<file path="src/rtl/addsub_accumulator.sv">
// Packet accumulator: sums or subtracts two's-complement operands until 'last', then
// presents the total with carry, sticky signed overflow and operand count.
module addsub_accumulator #(
  parameter int n  = 64,
  parameter int cw = 16
) (
  input  logic          clk,
  input  logic          rst,
  input  logic          in_valid,
  output logic          in_ready,
  input  logic [n-1:0]  x_in,
  input  logic          add_n,
  input  logic          last,
  output logic          out_valid,
  input  logic          out_ready,
  output logic [n-1:0]  acc_out,
  output logic          cout_out,
  output logic          overflow_out,
  output logic [cw-1:0] count,
  output logic [1:0]    o_dbg_state
);

  // Handshake: a transfer happens on a rising edge where valid & ready are both high;
  // ready never depends on valid, and out_valid holds with its data until out_ready.

  typedef enum logic [1:0] {
    S_IDLE = 2'd0,
    S_ACC  = 2'd1,
    S_DONE = 2'd2
  } state_t;

  state_t        r_state;
  state_t        w_next_state;
  logic [n-1:0]  r_acc;
  logic [cw-1:0] r_count;
  logic          r_cout;
  logic          r_ovf;

  logic          w_accept;
  logic [n-1:0]  w_base;
  logic [n-1:0]  w_y;
  logic [n:0]    w_sum;
  logic          w_step_ovf;

  always_ff @(posedge clk) begin
    if (rst) r_state <= S_IDLE;
    else     r_state <= w_next_state;
  end

  always_comb begin
    w_next_state = r_state;
    case (r_state)
      S_IDLE: if (w_accept) w_next_state = last ? S_DONE : S_ACC;
      S_ACC:  if (w_accept && last) w_next_state = S_DONE;
      S_DONE: if (out_ready) w_next_state = S_IDLE;
      default: w_next_state = S_IDLE;
    endcase
  end

  always_comb begin
    in_ready  = 1'b0;
    out_valid = 1'b0;
    case (r_state)
      S_IDLE:  in_ready  = 1'b1;
      S_ACC:   in_ready  = 1'b1;
      S_DONE:  out_valid = 1'b1;
      default: in_ready  = 1'b0;
    endcase
  end

  assign w_accept = in_valid & in_ready;

  // A packet's first operand starts from zero, so the old total never leaks in.
  assign w_base = (r_state == S_ACC) ? r_acc : '0;
  assign w_y    = x_in ^ {n{add_n}};
  assign w_sum  = {1'b0, w_base} + {1'b0, w_y} + {{n{1'b0}}, add_n};
  assign w_step_ovf = (w_base[n-1] == w_y[n-1]) & (w_sum[n-1] != w_base[n-1]);

  always_ff @(posedge clk) begin
    if (rst) begin
      r_acc   <= '0;
      r_count <= '0;
      r_cout  <= 1'b0;
      r_ovf   <= 1'b0;
    end else if (w_accept) begin
      r_acc  <= w_sum[n-1:0];
      r_cout <= w_sum[n];
      if (r_state == S_IDLE) begin
        r_count <= {{(cw-1){1'b0}}, 1'b1};
        r_ovf   <= w_step_ovf;
      end else begin
        if (r_count != {cw{1'b1}}) r_count <= r_count + 1'b1;
        r_ovf <= r_ovf | w_step_ovf;
      end
    end else if (r_state == S_DONE && out_ready) begin
      r_acc   <= '0;
      r_count <= '0;
      r_cout  <= 1'b0;
      r_ovf   <= 1'b0;
    end
  end

  assign acc_out      = r_acc;
  assign cout_out     = r_cout;
  assign overflow_out = r_ovf;
  assign count        = r_count;
  assign o_dbg_state  = r_state;

endmodule

</file>
<file path="config.mk">
export PLATFORM = sky130hd
export DESIGN_NAME = addsub_accumulator
export DESIGN_NICKNAME = d
export VERILOG_FILES = /design/src/rtl/addsub_accumulator.sv
export SDC_FILE = /design/constraint.sdc
export NUM_CORES = 1
export LEC_CHECK = 0
export ABC_AREA = 1
export BUFFER_PORTS_ARGS = -buffer_cell sky130_fd_sc_hd__buf_4
export CAP_MARGIN = 20
export CORE_ASPECT_RATIO = 1.2
export CORE_UTILIZATION = 56
export CTS_CLUSTER_DIAMETER = 40
export CTS_CLUSTER_SIZE = 14
export DETAILED_ROUTE_END_ITERATION = 8
export PLACE_DENSITY = 0.81
export SYNTH_ARGS = -nofsm -noshare
export SYNTH_HDL_FRONTEND = slang
export SYNTH_SLANG_ARGS = --single-unit
</file>
<file path="constraint.sdc">
create_clock -name clk -period 4.45 [get_ports clk]
set_input_delay 0.89 -clock clk [delete_from_list [all_inputs] [get_ports clk]]
set_output_delay 0.89 -clock clk [all_outputs]
set_load 0.1 [all_outputs]
</file>
### Yosys cells after proc, flatten, opt, wreduce, memory -nomap -nowiden

Index checks and enable logic that the tools add are counted.
W data, S select, Z words.

| word-level totals | value |
|---|---|
| flip-flop bits (word level) | 84 |
| latch bits | 0 |
| RAM bits | 0 |
| ROM bits | 0 |
| input port bits | 70 |
| output and inout port bits | 86 |
| word-level logic and storage cells | 46 |
| memories | 0 |

| operators by class | value |
|---|---|
| add/sub/neg operators | 3 |
| $mul | 0 |
| div/mod/pow operators | 0 |
| $lt $le $gt $ge | 0 |
| equality and inequality tests | 9 |
| shift operators | 0 |
| mux-type cells | 18 |
| bitwise gates (word level) | 4 |
| reduce and logical (&&, ||, !) cells | 7 |

Operators by type and width:

| kind | count |
|---|---|
| $mux W64 | 3 |
| $add A64 B64 Y65 | 1 |
| $add A65 B1 Y65 | 1 |
| $mux W16 | 4 |
| $xor A64 B64 Y64 | 1 |
| $add A16 B1 Y16 const B | 1 |
| $ne A16 B16 Y1 const B | 1 |
| $mux W2 | 4 |
| $mux W1 | 6 |
| $ne A2 B2 Y1 const B | 3 |
| $pmux W2 S3 | 1 |
| $ne A3 B1 Y1 const B | 1 |
| $reduce_and A3 Y1 | 1 |
| $and A1 B1 Y1 | 2 |
| $eq A2 B1 Y1 const B | 1 |
| $eq A2 B2 Y1 const B | 1 |
| $logic_and A1 B1 Y1 | 2 |
| $logic_not A2 Y1 | 1 |
| $reduce_and A2 Y1 | 1 |
| $reduce_bool A2 Y1 | 1 |
| $reduce_or A2 Y1 | 1 |
| $eq A1 B1 Y1 | 1 |
| $ne A1 B1 Y1 | 1 |
| $or A1 B1 Y1 | 1 |

### Depth between registers and ports, before layout

Gate-level depths: netlist of run 1.

| depth | value |
|---|---|
| depth after elaboration | 9 |
| gate-level depth with buffers | 23 |
| depth with buffers taken out | 22 |

### Least setup slack after synthesis of run 1

OpenSTA, ideal clock, no wires.

| path | value |
|---|---|
| path type | register to register |
| from | register r_state[1], in the netlist o_dbg_state[1] |
| to | register r_count[13], in the netlist count[13] |
| library setup time | 58 ps |
| arrival time | 4119 ps |
| setup slack | 274 ps |
| cell stages (with the launch flop) | 12 |
| period minus slack after synthesis | 4176 ps |
| cells stage by stage | dfxtp_1 -> inv_2 -> nor2_1 -> nand2_1 -> nand2_1 -> o21ai_4 -> nor2_1 -> nand2_2 -> nor2_4 -> nand3_2 -> a21oi_1 -> o21a_1 |

| between the ends | value |
|---|---|
| cells in the longest elaborated chain, start to end | 6 |

Ends and longest elaborated chain:

| element | line | RTL |
|---|---|---|
| start: declaration | 32 | `state_t r_state;` |
| start signal: assignment | 47 | `else r_state <= w_next_state;` |
| $eq A2 B1 Y1 or $logic_not A2 Y1 (tied branches) | 63 | `case (r_state)` |
| $reduce_or A2 Y1 (no line) (*) | n/a |  |
| $mux W1 (*) | 63 |  |
| via in_ready | 10 | `output logic in_ready,` |
| $and A1 B1 Y1 (*) | 71 | `assign w_accept = in_valid & in_ready;` |
| $ne A3 B1 Y1 (no line) or $reduce_bool A2 Y1 (tied branches) | n/a |  |
| $reduce_and A2 Y1 (no line) | n/a |  |
| end signal: assignment | 89 | `r_count <= {{(cw-1){1'b0}}, 1'b1};` |
| end signal: assignment | 92 | `if (r_count != {cw{1'b1}}) r_count <= r_count + 1'b1;` |
| end: declaration | 35 | `logic [cw-1:0] r_count;` |

The timed path passes the listed nets; every way through them passes the cells marked *.
A chain may end at the register's enable or synchronous reset.

### Worst setup path in the final report of run 1

| path | value |
|---|---|
| from | register r_state[1], in the netlist o_dbg_state[1] |
| to | register r_acc[57], in the netlist acc_out[57] |

| between the ends | value |
|---|---|
| cells in the longest elaborated chain, start to end | 5 |

Ends and longest elaborated chain:

| element | line | RTL |
|---|---|---|
| $eq A2 B1 Y1 or $logic_not A2 Y1 (tied branches) | 63, 74 |  |
| $mux W64 or $reduce_or A2 Y1 (tied branches) | n/a |  |
| $add A64 B64 Y65 or $mux W1 (tied branches) | 76, 63 |  |
| $add A65 B1 Y65 or $and A1 B1 Y1 (tied branches) | 76, 71 |  |
| $mux W64 or $reduce_bool A2 Y1 (tied branches) | n/a |  |
| end signal: assignment | 86 | `r_acc <= w_sum[n-1:0];` |
| end: declaration | 34 | `logic [n-1:0] r_acc;` |

Parallel ways exist; a longest one is shown, timed or not.

==> impl_metrics.toml, run 1 <==
[floorplanning]
design.die.area_sq_um = 16290
num_rows = 49
io_pins = 156
die_x_um = 116.7
chipHeight_um = 139.6
initial_core_util_pct = 58.14
core-area_sq_um = 15200

[synthesis]
synthArstFlopShare_pct = 0
yosys.area.top_type = "dfxtp_1"
synth.distinct_cells = 48
synth_nets = 1632
ys.flop_type = "dfxtp_1"
netlist_area_sq_um = 8840
synth-seq-cells = 84
synth-edff-count = 0
seq_area_frac_synth_pct = 19.02
synthTopCellsByArea = "dfxtp_1 19%, nand2_1 12%, a21oi_1 12%"
syn_inst = 1497
yosysWarningCount = 0
netlist.area_leader.share_pct = 19.02
syn_avg_cell_area_sq_um = 5.905

[timing]
clock.fmax_mhz = 256.1
hold_violations = 0
final-setup-viol-count = 0
setup_tns_ns = 0
worstMarginPinSlew_ns = 0.8672
drv_slew = 0
rsz0062_at_grt = "no"
finalCritPeriodShare_pct = 87.75
slew_headroom_pct = 42.18
fin_ws_ns = 0.5449
period_needed_ns = 3.905
hold_ws_ns = 0.4816
finClkSkew_ns = 0.01553

[clock_network]
cts.sinks = 84
cts_resized = 0
cts_tree = "yes"
cts_setup_buffers = 0
cts_max_level = 3
clockRootBuffer = "clkbuf_16"
cts_buffers = 9
clk_pin_slew_ns = 0.08
cts_hold_buf = 0
clock_path_buffers = 2
clk_latency_ns = 0.37

[outcome]
status = "finished, final reports clean"

[power_and_ir_drop]
power_leakage_uw = 0.004787
powerDensity_nw_per_um2 = 265.2
ir_worst_vdd_mv = 0.1991
finalPower_uw = 2800

[worst_setup_path]
critical_path.cell_chain = "nor2_2, inv_2, buf_12, nor2_1, ha_1, nand2_1, nor2_1, inv_1, nor2_1, inv_1, o21ai_0, a21o_1, nand3_1, nand2_1, nand2_1, nand3_1, a21oi_1"
worst-setup-path-type = "flip-flop to flip-flop"
crit_family = "simple AND/OR/NAND/NOR gates"
cpPeakStageDelay_ns = 0.52
critPathCaptureType = "flip-flop"
critPathBufInv = 4
critPathSlowestCell = "dfxtp_1"
critPathMaxFanout = 35
start_kind = "flip-flop"
critPathRequiredTime_ns = 4.66
crit_arrival_ns = 4.12

[grt]
grt_start_max_net_pins = 72
grtUsageTotal_pct = 40.37
grt_pass1_wl_mm = 50.94
antenna_found_initial = 0
grt_remaining_overflow = 0
grt_pass1_vias = 10362

[final_layout]
diodes = 0
drive_gt1_share_pct = 14.28
area_delta_synth_final_pct = 19.45
fin_util_pct = 69.45
n_fill_cell = 1358
layout.nets = 1776

[routing]
ant_nets = 0
drt_wl_total_mm = 32.68
first_iter_violations = 887
drc = 0
via_count = 10771
avgViaCountPerCell = 5.822
firstDrtPassIters = 7
wl_per_cell_um = 17.66

[placed_design]
post-place-ws_ns = 0.4366
place_congestion = 1.026
port_buffers = 155
dpl.hpwl_mm = 26.06

[worst_hold_path]
hold_class = "flip-flop to flip-flop"

[job]
maxCapViolations = 0
==> through the flow <==
| step | std cells | cell area [sq um] |
|---|---|---|
| 6_report | 1850 | 10560 |
| 5_1_grt | 1850 | 10560 |
| 4_1_cts | 1850 | 10560 |
| 3_5_place_dp | 1834 | 10260 |
| 3_3_place_gp | 1833 | 10240 |
| 2_1_floorplan | 1497 | 8840 |
==> power breakdown <==
group / switching (uW) / total (uW) / leakage (uW) / internal (uW)
sequential: 45.3 / 847 / 0.000688 / 802
combinational: 846 / 1150 / 0.00395 / 303
clock: 404 / 804 / 0.000149 / 400
==> worst paths after layout <==
path / startpoint / to / slack (ns) / depth (start not counted)
worst max register to register: o_dbg_state[1] / acc_out[57] / 0.54 / 17
worst min-delay path: acc_out[32] / acc_out[32] / 0.48 / 2
worst max-delay path: o_dbg_state[1] / acc_out[57] / 0.54 / 17
worst min register to register: acc_out[32] / acc_out[32] / 0.48 / 2
==> state kept, by name, indices dropped and copies added (netlist names) <==
| name | flops |
|---|---|
| o_dbg_state | 2 |
| acc_out | 64 |
| overflow_out | 1 |
| count | 16 |
| cout_out | 1 |
==> cells in the mapped netlist, drive strengths merged (3+ instances only) <==
master / number
nand2: 303
nor2: 231
inv: 224
a21oi: 214
o21ai: 112
dfxtp: 84
nand3: 70
ha: 64
xor2: 64
buf: 23
nor3: 14
clkbuf: 11
nand4: 11
o21bai: 11
or2: 10
a21o: 9
a31oi: 9
nand3b: 7
a21boi: 4
nor4: 4
o21a: 3
==> tightest hold or removal path, cell delays in order, from the launching register on <==
cell and delay (ns):
dfxtp_1 0.32, nand2_1 0.06, a21oi_1 0.05
==> metal layers <==
layer,global-route usage [%],wire [um]
met2,69.11,15800
met1,46.13,12590
met4,23.25,1689
met5,0,0
met3,7.578,2595
==> cells in the final DEF (no fill, tap or decap), drive strengths merged, types with 2 or more instances in the layout <==
cell type	count
o211ai	2
buf	167
and3	2
clkbuf	9
a221oi	2
o21ai	112
nor4	4
xor2	64
nand3	70
o21a	3
nor2	231
o21bai	11
nand3b	7
nor3	14
dfxtp	84
clkinv	3
or2	10
inv	228
a31oi	9
nand2	303
a21o	9
ha	64
a21oi	214
nand4	11
a21boi	4
==> final cells by class <==
type | count | area (sq um) | share of cell area [%]
flip-flops and latches | 84 | 1682 | 15.93
inverters | 224 | 845.8 | 8.010
well taps | 204 | 255.2 | 2.417
repair buffers | 167 | 1304 | 12.35
multi-input cells | 1155 | 6171 | 58.44
clock inverters | 7 | 76.32 | 0.7228
clock buffers | 9 | 225.2 | 2.133
==> cell families (layout without fill, tap and decap cells) <==
logic type | count (synthesis) | count (layout) | share of synthesized area (%)
AOI/OAI and AO/OA | 371 | 371 | 22.97
DFF | 84 | 84 | 19.02
xor gates and xnor gates | 65 | 65 | 6.440
and+or+nand+nor | 654 | 654 | 31.11
adders and majority gates | 65 | 65 | 9.285
buffers and inverters | 258 | 407 | 11.17
Note: power is estimated with default switching activity, not from simulation.
==> inputs of run 2 (changes only) <==
Clock period 4.45 ns to 5 ns, I/O delays scaled along.
==> run 2 against run 1 <==
Global-route usage down 2.4 points. Non-clock buffer count decreased by 6. First-iteration DRC count rose by 3.8%. Sequential cell count unchanged. Combinational power is 13% lower. Wire length is 4.9% lower. Via count shrank 2.9%. Cell count down 0.32%. Worst setup slack improved by 0.62 ns. Power down 11%. Utilization is 0.43 points lower. Critical path type unchanged. Critical endpoint is now acc_out[56].
==> impl_metrics.toml, run 2 (synthesized netlist as in run 1, its figures left out) <==
[clock_network]
clockRootBuffer = "clkbuf_16"
clk_pin_slew_ns = 0.07
cts_buffers = 9
cts_tree = "yes"
cts_hold_buf = 0
clock_path_buffers = 2
cts_max_level = 3
cts_resized = 0
cts_setup_buffers = 0
cts.sinks = 84
clk_latency_ns = 0.36

[timing]
clock.fmax_mhz = 261.1
final-setup-viol-count = 0
fin_ws_ns = 1.170
finalCritPeriodShare_pct = 76.60
drv_slew = 0
hold_violations = 0
hold_ws_ns = 0.4814
rsz0062_at_grt = "no"
slew_headroom_pct = 33.11
worstMarginPinSlew_ns = 1.001
setup_tns_ns = 0
period_needed_ns = 3.830
finClkSkew_ns = 0.01179

[grt]
antenna_found_initial = 0
grt_pass1_wl_mm = 48.00
grtUsageTotal_pct = 37.98
grt_pass1_vias = 9840
grt_start_max_net_pins = 72
grt_remaining_overflow = 0

[final_layout]
layout.nets = 1770
diodes = 0
n_fill_cell = 1362
seq_area_sq_um = 1682
multiInputGateArea_sq_um = 6171
mostFrequentLayoutCells = "291 x nand2_1, 224 x nor2_1, 218 x inv_1, 211 x a21oi_1, 159 x buf_4"
area_delta_synth_final_pct = 18.71
fin_util_pct = 69.02
postLayoutCellArea_sq_um = 10490
final_common_cell = "nand2_1"
drive_gt1_share_pct = 13.96
largest_register_ffs = 64

[routing]
ant_nets = 0
wl_per_cell_um = 16.85
first_iter_violations = 921
drc = 0
via_count = 10463
firstDrtPassIters = 6
avgViaCountPerCell = 5.674
drt_wl_total_mm = 31.08

[job]
maxCapViolations = 0

[worst_setup_path]
start_kind = "flip-flop"
critPathRequiredTime_ns = 5.28
critPathCaptureType = "flip-flop"
crit_arrival_ns = 4.11
crit_start = "o_dbg_state[1]"
worst-setup-path-type = "flip-flop to flip-flop"
critPathMaxFanout = 34
r2r_start = "o_dbg_state[1]"

[floorplanning]
chipHeight_um = 139.6
design.die.area_sq_um = 16290
die_x_um = 116.7
io_pins = 156
core-area_sq_um = 15200
initial_core_util_pct = 58.14
num_rows = 49

[placed_design]
place_congestion = 1.038
post-place-ws_ns = 0.9732
dpl.hpwl_mm = 24.87
dpl_cell_area_sq_um = 10190
port_buffers = 155

[power_and_ir_drop]
powerDensity_nw_per_um2 = 236.4
ir_worst_vdd_mv = 0.1694
power_leakage_uw = 0.004750

[worst_hold_path]
hold_class = "flip-flop to flip-flop"
hp-start = "acc_out[12]"

[outcome]
status = "finished, final reports clean"
==> run 2: changes by cell type in the layout (fill, tap and decap cells not counted), sizes merged <==
| cell | previous run | this run |
|---|---|---|
| clkinv | 3 | 2 |
| buf | 167 | 161 |
| bufinv | 0 | 1 |
==> run 2: final timing paths <==
kind                            cells after the start          end  slack (ns)
worst min register to register                      2  acc_out[12]        0.48
worst max register to register                     18  acc_out[56]        1.17
worst max-delay path                               18  acc_out[56]        1.17
worst min-delay path                                2  acc_out[12]        0.48
==> run 2: area by class of cell <==
cell class | count | area share [%]
Multi-Input combinational cell | 1155 | 58.81
Tap cell | 204 | 2.432
Clock inverter | 7 | 0.7750
Sequential cell | 84 | 16.02
Inverter | 224 | 8.060
Timing Repair Buffer | 161 | 11.76
Clock buffer | 9 | 2.146
==> run 2: worst max-delay path: stages (launching register included) <==
cell	delay, ns
dfxtp_1	0.49
nor2_2	0.12
inv_2	0.22
buf_4	0.42
nor2_1	0.15
fa_1	0.47
nand2_1	0.09
nand2_1	0.07
o21ai_2	0.09
o21ai_0	0.22
nand2_1	0.11
nand2_1	0.19
nand2_1	0.11
nand2_1	0.16
nand3_1	0.12
nand3_1	0.18
a21oi_1	0.22
o21ai_0	0.15
a21oi_1	0.16
==> run 2: stage by stage <==
step                std cells  total power, uW
finish                   1844             2481
global route             1844             2587
CTS                      1844             2473
detailed placement       1828             1753
global placement         1827             1735
floorplan                1497             1504
==> run 2: layer usage <==
| layer | part of all wire, % | vias to the layer above | GRT usage (%) | wire (um) |
|---|---|---|---|---|
| met5 | 0 | - | 0 | 0 |
| met4 | 3.7 | 0 | 15.46 | 1163 |
| met3 | 6.6 | 95 | 5.836 | 2058 |
| met2 | 49 | 469 | 66.61 | 15180 |
| met1 | 41 | 4761 | 45.38 | 12670 |
| li1 | - | 5138 | - | - |
==> run 2: power breakdown <==
group,internal (uW),leakage (uW),switching [uW]
Clock,397,0.000153,330
Sequential,714,0.000688,38.4
Combinational,264,0.00391,738
